$ cat config.mk
export PLATFORM = sky130hd
export DESIGN_NAME = gpio_lut_loader_flat
export DESIGN_NICKNAME = d
export VERILOG_FILES = /design/src/rtl/gpio_lut_loader_if.sv /design/src/rtl/gpio_lut_loader.sv /design/src/flat_wrapper.sv
export SDC_FILE = /design/constraint.sdc
export NUM_CORES = 1
export LEC_CHECK = 0
export ABC_AREA = 1
export BUFFER_PORTS_ARGS = -buffer_cell sky130_fd_sc_hd__buf_2
export CAP_MARGIN = 20
export CORE_ASPECT_RATIO = 1.2
export CORE_MARGIN = 10
export CORE_UTILIZATION = 53
export DETAILED_ROUTE_END_ITERATION = 16
export GPL_TIMING_DRIVEN = 0
export PLACE_DENSITY = 0.79
export SLEW_MARGIN = 20
export SYNTH_ARGS = -nofsm -noshare
export SYNTH_HDL_FRONTEND = slang
export SYNTH_SLANG_ARGS = --single-unit
$ cat constraint.sdc
create_clock -name clk -period 1.83 [get_ports clk]
set_clock_uncertainty 0.1 [all_clocks]
set_input_delay 0.366 -clock clk [delete_from_list [all_inputs] [get_ports clk]]
set_output_delay 0.366 -clock clk [all_outputs]
set_load 0.005 [all_outputs]
$ cat src/rtl/gpio_lut_loader_if.sv
// Bus between the PS GPIO write port and a LUT loader instance.
// The master drives gpio_in and observes the LUT write port. The slave is the loader.
interface gpio_lut_loader_if;
   logic [31:0] gpio_in;
   logic [15:0] lut_waddr;
   logic [15:0] lut_wdata;
   logic        lut_wen;
   logic        seq_err;
   logic [15:0] write_count;

   modport master (
      output gpio_in,
      input  lut_waddr, lut_wdata, lut_wen, seq_err, write_count
   );

   modport slave (
      input  gpio_in,
      output lut_waddr, lut_wdata, lut_wen, seq_err, write_count
   );
endinterface

$ cat src/rtl/gpio_lut_loader.sv
// Collects four GPIO byte writes (addr hi/lo, data hi/lo) into a single 16-bit LUT write.
// The w_clk strobe is asynchronous to clk, so it is synchronised and edge-detected before use.
//
// state | meaning
// S_AH  | waiting for LUT address high byte
// S_AL  | waiting for LUT address low byte
// S_DH  | waiting for LUT data high byte
// S_DL  | waiting for LUT data low byte; a valid byte here issues the write
module gpio_lut_loader #(
   parameter logic [15:0] ADDR_REG = 16'h0000,
   parameter logic [15:0] DATA_REG = 16'h0001,
   parameter logic [15:0] CTRL_REG = 16'h0002
) (
   input  logic                     clk,
   input  logic                     rst,
   gpio_lut_loader_if.slave         bus
);

   typedef enum logic [1:0] {
      S_AH = 2'd0,
      S_AL = 2'd1,
      S_DH = 2'd2,
      S_DL = 2'd3
   } state_t;

   if (ADDR_REG == DATA_REG) begin : g_reg_clash
      $error("gpio_lut_loader: ADDR_REG and DATA_REG must differ");
   end

   state_t      state_q, state_d;
   logic [31:0] hold_q, hold_d;
   logic        sync1_q, sync1_d;
   logic        sync2_q, sync2_d;
   logic        dly_q, dly_d;
   logic        seq_err_q, seq_err_d;
   logic        wen_q, wen_d;
   logic [15:0] waddr_q, waddr_d;
   logic [15:0] wdata_q, wdata_d;
   logic [15:0] count_q, count_d;

   logic        evt;
   logic [15:0] gpio_addr;
   logic [7:0]  gpio_data;
   logic        unused_gpio;

   assign gpio_addr   = bus.gpio_in[15:0];
   assign gpio_data   = bus.gpio_in[23:16];
   assign unused_gpio = ^bus.gpio_in[31:25];
   assign evt         = sync2_q & ~dly_q;

   always_comb begin
      sync1_d   = bus.gpio_in[24];
      sync2_d   = sync1_q;
      dly_d     = sync2_q;
      state_d   = state_q;
      hold_d    = hold_q;
      seq_err_d = seq_err_q;
      wen_d     = 1'b0;
      waddr_d   = waddr_q;
      wdata_d   = wdata_q;
      count_d   = count_q;

      if (evt) begin
         // CTRL is checked first so it wins even if it aliases another register.
         if (gpio_addr == CTRL_REG) begin
            state_d   = S_AH;
            seq_err_d = 1'b0;
         end else if (gpio_addr == ADDR_REG) begin
            case (state_q)
               S_AH: begin
                  hold_d[31:24] = gpio_data;
                  state_d       = S_AL;
               end
               S_AL: begin
                  hold_d[23:16] = gpio_data;
                  state_d       = S_DH;
               end
               default: begin
                  // An address byte mid-data restarts the sequence with this byte as addr hi.
                  seq_err_d     = 1'b1;
                  hold_d[31:24] = gpio_data;
                  state_d       = S_AL;
               end
            endcase
         end else if (gpio_addr == DATA_REG) begin
            case (state_q)
               S_AH: begin
                  seq_err_d = 1'b1;
               end
               S_AL: begin
                  seq_err_d = 1'b1;
                  state_d   = S_AH;
               end
               S_DH: begin
                  hold_d[15:8] = gpio_data;
                  state_d      = S_DL;
               end
               default: begin
                  hold_d[7:0] = gpio_data;
                  state_d     = S_AH;
                  wen_d       = 1'b1;
                  waddr_d     = hold_q[31:16];
                  wdata_d     = {hold_q[15:8], gpio_data};
                  count_d     = count_q + 16'd1;
               end
            endcase
         end
      end
   end

   always_ff @(posedge clk or negedge rst) begin
      if (!rst) begin
         state_q   <= S_AH;
         hold_q    <= '0;
         sync1_q   <= 1'b0;
         sync2_q   <= 1'b0;
         dly_q     <= 1'b0;
         seq_err_q <= 1'b0;
         wen_q     <= 1'b0;
         waddr_q   <= '0;
         wdata_q   <= '0;
         count_q   <= '0;
      end else begin
         state_q   <= state_d;
         hold_q    <= hold_d;
         sync1_q   <= sync1_d;
         sync2_q   <= sync2_d;
         dly_q     <= dly_d;
         seq_err_q <= seq_err_d;
         wen_q     <= wen_d;
         waddr_q   <= waddr_d;
         wdata_q   <= wdata_d;
         count_q   <= count_d;
      end
   end

   assign bus.lut_waddr   = waddr_q;
   assign bus.lut_wdata   = wdata_q;
   assign bus.lut_wen     = wen_q;
   assign bus.seq_err     = seq_err_q;
   assign bus.write_count = count_q;

endmodule

$ cat src/flat_wrapper.sv
// flat-port wrapper written by rule: the top's interface ports become plain ports
module gpio_lut_loader_flat 
#(
   parameter logic [15:0] ADDR_REG = 16'h0000,
   parameter logic [15:0] DATA_REG = 16'h0001,
   parameter logic [15:0] CTRL_REG = 16'h0002
)
  (clk, rst, bus_gpio_in, bus_lut_waddr, bus_lut_wdata, bus_lut_wen, bus_seq_err, bus_write_count);
  gpio_lut_loader_if bus_i ();
  input  logic clk;
  input  logic rst;
  input wire logic [$bits(bus_i.gpio_in)-1:0] bus_gpio_in;
  output wire logic [$bits(bus_i.lut_waddr)-1:0] bus_lut_waddr;
  output wire logic [$bits(bus_i.lut_wdata)-1:0] bus_lut_wdata;
  output wire logic [$bits(bus_i.lut_wen)-1:0] bus_lut_wen;
  output wire logic [$bits(bus_i.seq_err)-1:0] bus_seq_err;
  output wire logic [$bits(bus_i.write_count)-1:0] bus_write_count;
  assign bus_i.gpio_in = bus_gpio_in;
  assign bus_lut_waddr = bus_i.lut_waddr;
  assign bus_lut_wdata = bus_i.lut_wdata;
  assign bus_lut_wen = bus_i.lut_wen;
  assign bus_seq_err = bus_i.seq_err;
  assign bus_write_count = bus_i.write_count;
  gpio_lut_loader #(.ADDR_REG(ADDR_REG), .DATA_REG(DATA_REG), .CTRL_REG(CTRL_REG)) u_core (.clk(clk), .rst(rst), .bus(bus_i));
endmodule
==> flow_summary.json, run 1 <==
{
  "slew_headroom_pct": 68.4,
  "avgRoutedWirePerCell_um": 13.7,
  "cts.root.buffer_cell": "clkbuf_8",
  "cts_resized": 0,
  "syn2layout_area_growth_pct": 20.8,
  "htree_levels": 3,
  "yosysWarnings": 0,
  "synth_top_area_cell": "dfrtp_1",
  "chipWidth_um": 93.5,
  "rsz0062_at_grt": "false",
  "routed_via_density": 4.85,
  "synth.distinct_cells": 29,
  "clock-sinks": 79,
  "final_antenna_net_count": 0,
  "crit_path_top_delay_cell": "dfrtp_1",
  "syn-cell-area_sq_um": 3440,
  "cellLeakagePower_nw": 2.29,
  "syn_inst": 390,
  "setup_ws_ns": 0.147,
  "worst_pin_slew_ns": 0.475,
  "min_path_type": "in -> reg",
  "avgSynthCellArea_sq_um": 8.81,
  "finalHoldViolCount": 0,
  "yosys-mux-area-fraction_pct": 0,
  "synth_top_cell_area_share_pct": 57.5,
  "num_antenna_cells": 0,
  "finalPower_mw": 3.11,
  "layout_common_cells": "124 x nand2_1, 79 x dfrtp_1, 78 x buf_2, 52 x o21ai_0, 48 x inv_1",
  "synth_xor_area_share_pct": 3.31,
  "synth_compound_area_share_pct": 8.23,
  "fp-row-count": 32,
  "gp_congestion": 0.809,
  "fin_nets": 514,
  "path_delay_family": "simple AND/OR/NAND/NOR gates",
  "io_pins": 84,
  "finalMaxSlewViolations": 0,
  "grt_antenna_before_repair": 0,
  "synthTopCellsByArea": "dfrtp_1 58%, nand2_1 14%, o21ai_0 7.6%",
  "coreArea_sq_um": 6370,
  "vias": 2759,
  "crit_path_frequent_cell": "nand2_1",
  "crit_required_ns": 1.96,
  "dp_slack_ns": -0.0182,
  "period_share_pct": 92.0,
  "cts_inserted_buffers": 9,
  "fin_util_pct": 65.2,
  "p_per_area_nw_per_um2": 750,
  "drtPass1Iterations": 4,
  "crit_chain": "nand3_1 -> nor3_1 -> nand3_1 -> nor2_1 -> nand2_1 -> nand2_1 -> nand2_1",
  "clkLatencyLatePin_ns": 0.34,
  "yosys.area_share.simple_pct": 23.0,
  "fp.dieArea_sq_um": 10100,
  "clk_path_buf_depth": 2,
  "track_usage_pct": 16.3,
  "cp.arrival_ns": 1.81,
  "whs_path_depth": 1,
  "drtIter0Drc": 127,
  "async_flop_share_pct": 100,
  "grt_first_pass_wirelength_um": 13200,
  "ir_worst_vdd_mv": 0.631,
  "port_buffers": 76,
  "synth_fa_ha_area_share_pct": 0.364,
  "slowest_delay_ns": 0.48,
  "syn-num-nets": 425,
  "synth-edff-count": 0,
  "seq_area_frac_synth_pct": 57.5,
  "drive_above_1_share_pct": 24.0,
  "grt_overflow_total": 0,
  "ys_ff_latch": 79,
  "crit_path_max_fanout": 6,
  "layout_min_cycle_time_ns": 1.68,
  "finalSetupTns_ns": 0,
  "path_clk_slew_ns": 0.08,
  "cts_tree": "done",
  "critical_path_class": "reg -> reg",
  "maxCapViolCount": 0,
  "dp_hpwl_um": 5950,
  "end_kind": "flip-flop",
  "grt_pass1_vias": 2806,
  "initial_core_util_pct": 54.0,
  "startpoint_type": "flip-flop",
  "status": "complete, no violations",
  "grt_max_degree": 45,
  "clock.fmax_mhz": 594,
  "rr_worst_depth": 7,
  "path_depth": 7,
  "critPathBufInv": 0,
  "final_common_cell": "nand2_1",
  "synth_top_family_by_area": "simple AND/OR/NAND/NOR gates",
  "hold_slack_ns": 0.0280,
  "drc": 0,
  "ys.flop_type": "dfrtp_1",
  "setup_violations": 0,
  "wirelength_um": 7780,
  "die_h_um": 108
}
## repair_timing
item / 4_1_cts / 5_1_grt
setup buffers: 0 / 0
hold endpoints to repair: 35 / 0
hold buffers: 1 / 0
## cell usage after synthesis, types with 3 or more instances
| master | instances |
|---|---|
| buf_6 | 3 |
| o21ai_0 | 52 |
| nor3_1 | 5 |
| nand3_1 | 9 |
| inv_1 | 48 |
| xnor2_1 | 3 |
| dfrtp_1 | 79 |
| buf_2 | 3 |
| nor2_1 | 25 |
| nor2_2 | 5 |
| clkbuf_1 | 3 |
| nand2_1 | 124 |
| xor2_1 | 10 |
## worst paths after layout
path	start	endpoint	slack (ns)
worst max register to register	u_core.bus.write_count[0]	u_core.bus.write_count[15]	0.15
min in group asynchronous	rst	u_core.bus.write_count[9]	0.43
worst min register to register	u_core.sync1_q	u_core.dly_d	0.25
worst min-delay path	bus_gpio_in[24]	u_core.sync1_q	0.03
max in group asynchronous	rst	u_core.hold_q[28]	0.62
worst max-delay path	u_core.bus.write_count[0]	u_core.bus.write_count[15]	0.15
## registers in the layout (all words and copies together) (netlist names)
register                flops
u_core.bus.seq_err          1
u_core.sync1_q              1
u_core.bus.write_count     16
u_core.bus.lut_waddr       16
u_core.dly_d                1
u_core.hold_q              24
u_core.state_q              2
u_core.bus.lut_wdata       16
u_core.bus.lut_wen          1
u_core.dly_q                1
## cell type report
type,instances,area (sq um)
Sequential cell,79,1980
Clock inverter,6,67.6
Inverter,51,193
Multi-Input combinational cell,250,1200
Timing Repair Buffer,78,413
Buffer,10,67.6
Tap cell,85,106
Fill cell,521,2220
Clock buffer,10,128
## layer usage
metal,vias to the layer above,wire [um],track usage (%)
li1,1381,-,-
met5,-,0,0
met3,10,469,5.96
met4,0,95,4.75
met1,1309,3350,19.0
met2,59,3870,27.3
## per-stage QoR
step	cell area (sq um)	std cells
2_1_floorplan	3440	390
3_3_place_gp	3920	551
3_5_place_dp	3950	552
4_1_cts	4150	569
5_1_grt	4150	569
6_report	4150	569
## logic make-up after synthesis
logic type,count (synthesis)
xor gates and xnor gates,13
adders and majority gates,1
AOI/OAI and AO/OA,56
DFF,79
buffers and inverters,61
and+or+nand+nor,180
## worst register-to-register path, cell delays in order (launching register included)
cell     delay (ns)
dfrtp_1        0.48
nand3_1        0.16
nor3_1         0.30
nand3_1        0.11
nor2_1         0.22
nand2_1        0.09
nand2_1        0.07
nand2_1        0.05
## power breakdown
part / switching [mW] / internal (mW) / total [mW]
clock: 0.632 / 0.638 / 1.27
combinational: 0.0623 / 0.0318 / 0.0940
sequential: 0.00106 / 1.75 / 1.75
total: 0.696 / 2.42 / 3.11
Power figures use the tool's default switching activity.
==> run 2: changes to the inputs <==
Settings changed: SETUP_SLACK_MARGIN from default to 0.2.
==> run 2 against run 1 <==
Against the previous run: global-route usage about the same; final area grew 1.4%; sequential share of layout area is 0.61 points lower; fmax is 8.6% higher; sequential cell count did not move.
==> flow_summary.json, run 2 (same netlist as run 1, synthesis figures left out) <==
{
  "status": "complete, no violations",
  "end_kind": "flip-flop",
  "cts_tree": "done",
  "largest_reg_flops": 24,
  "wirelength_um": 7910,
  "gp_congestion": 0.809,
  "finalPower_mw": 3.12,
  "grt_overflow_total": 0,
  "finalHoldViolCount": 0,
  "finalMaxSlewViolations": 0,
  "r2r_end": "u_core.bus.write_count[14]",
  "n_fill_cell": 509,
  "setup_violations": 0,
  "dp_hpwl_um": 5950,
  "startpoint_type": "flip-flop",
  "num_antenna_cells": 0,
  "crit_path_max_fanout": 6,
  "clk_path_buf_depth": 2,
  "layout_min_cycle_time_ns": 1.55,
  "p_per_area_nw_per_um2": 741,
  "grt_pass1_vias": 2806,
  "layout_common_cells": "124 x nand2_1, 81 x buf_2, 78 x dfrtp_1, 48 x o21ai_0, 47 x inv_1",
  "fin_util_pct": 66.1,
  "die_h_um": 108,
  "regToRegStartpoint": "u_core.bus.write_count[0]",
  "drtPass1Iterations": 4,
  "critical_path_class": "reg -> reg",
  "rr_worst_depth": 7,
  "track_usage_pct": 16.3,
  "grt_antenna_before_repair": 0,
  "maxCapViolCount": 0,
  "fin_nets": 516,
  "clkLatencyLatePin_ns": 0.34,
  "fp.dieArea_sq_um": 10100,
  "grt_max_degree": 45,
  "drc": 0,
  "largest-register": "u_core.hold_q",
  "cellLeakagePower_nw": 2.30,
  "final_common_cell": "nand2_1",
  "clock.fmax_mhz": 645,
  "htree_levels": 3,
  "worst_pin_slew_ns": 0.472,
  "path_clk_slew_ns": 0.08,
  "drtIter0Drc": 140,
  "routed_via_density": 4.91,
  "cp.arrival_ns": 1.66,
  "slew_headroom_pct": 68.5,
  "io_pins": 84,
  "holdPathEnd": "u_core.sync1_q",
  "syn2layout_area_growth_pct": 22.4,
  "port_buffers": 76,
  "grt_first_pass_wirelength_um": 13200,
  "dp_slack_ns": -0.0182,
  "whs_path_depth": 1,
  "drive_above_1_share_pct": 26.5,
  "chipWidth_um": 93.5,
  "coreArea_sq_um": 6370,
  "cts.root.buffer_cell": "clkbuf_8",
  "cts_inserted_buffers": 9,
  "hold_start": "bus_gpio_in[24]",
  "multiInputGateArea_sq_um": 1220,
  "period_share_pct": 84.7,
  "seq_area_sq_um": 1980,
  "vias": 2803,
  "rsz0062_at_grt": "true",
  "fp-row-count": 32,
  "final_antenna_net_count": 0,
  "ir_worst_vdd_mv": 0.632,
  "min_path_type": "in -> reg",
  "finalSetupTns_ns": 0,
  "clock-sinks": 79,
  "setup_ws_ns": 0.281,
  "crit_required_ns": 1.94,
  "initial_core_util_pct": 54.0,
  "r2r_slack_ns": 0.28,
  "avgRoutedWirePerCell_um": 13.9
}
-- run 2: changes by cell type in the layout (fill, tap and decap cells not counted), moves of 2 or more --
cell,delta
nor2_1,-4
nor2_2,+4
o21ai_0,-4
o21ai_1,+4
buf_2,+3
clkbuf_1,-3
nor3_1,-2
nor3_2,+2
-- run 2: worst max-delay path by stage --
stage                              startpoint                    endpoint  slack, ns  cells after the start
finish              u_core.bus.write_count[0]  u_core.bus.write_count[14]       0.28                      7
global placement                          rst     u_core.bus.lut_wdata[2]      -0.22                      1
floorplan                     bus_gpio_in[15]           u_core.hold_q[10]       0.32                      9
global route        u_core.bus.write_count[0]  u_core.bus.write_count[14]       0.15                      7
CTS                              u_core.dly_d    u_core.bus.lut_waddr[11]       0.22                      6
detailed placement            bus_gpio_in[15]     u_core.bus.lut_waddr[7]      -0.02                     10
-- run 2: timing repair --
| action | in CTS | in global routing |
|---|---|---|
| setup buffers | 0 | 2 |
| resized for setup | 4 | 16 |
| endpoints found under the setup margin | 17 | 40 |
| hold buffers | 1 | 0 |
| pin swaps | 0 | 1 |
| cloned | 0 | 0 |
| endpoints found under the hold margin | 35 | 0 |
-- run 2: power breakdown --
group          switching (mW)  total (mW)  internal [mW]
sequential            0.00105        1.75           1.75
clock                   0.634        1.27          0.638
combinational          0.0637      0.0972         0.0335
total                   0.698        3.12           2.42
-- run 2: per-layer routing --
| layer | vias to the layer above | part of all wire (%) | GRT usage (%) |
|---|---|---|---|
| met1 | 1337 | 42 | 18.9 |
| met4 | 0 | 1.2 | 4.75 |
| met5 | - | 0 | 0 |
| met2 | 73 | 50 | 27.4 |
| met3 | 10 | 6.6 | 5.96 |
| li1 | 1383 | - | - |
-- run 2: final cells by class --
cell class / instances / area share (%)
Sequential cell: 79 / 47.0
Multi-Input combinational cell: 250 / 29.0
Timing Repair Buffer: 80 / 10.5
Inverter: 51 / 4.67
Clock buffer: 10 / 3.03
Tap cell: 85 / 2.53
Buffer: 10 / 1.70
Clock inverter: 6 / 1.61
-- run 2: worst max-delay path, cell delays in order (launching register included) --
cell	delay, ns
dfrtp_2	0.44
ha_1	0.19
nand2_1	0.11
nor2_2	0.19
nand4_1	0.12
xor2_1	0.16
nand2_1	0.05
o21ai_0	0.07
-- run 2: metrics by stage --
stage,hold WS (ns),cell area [sq um],instances
2_1_floorplan,-0.0296,3440,390
3_3_place_gp,0.233,3920,551
3_5_place_dp,0.237,3950,552
4_1_cts,0.0167,4160,569
5_1_grt,0.0120,4210,571
6_report,0.0276,4210,571
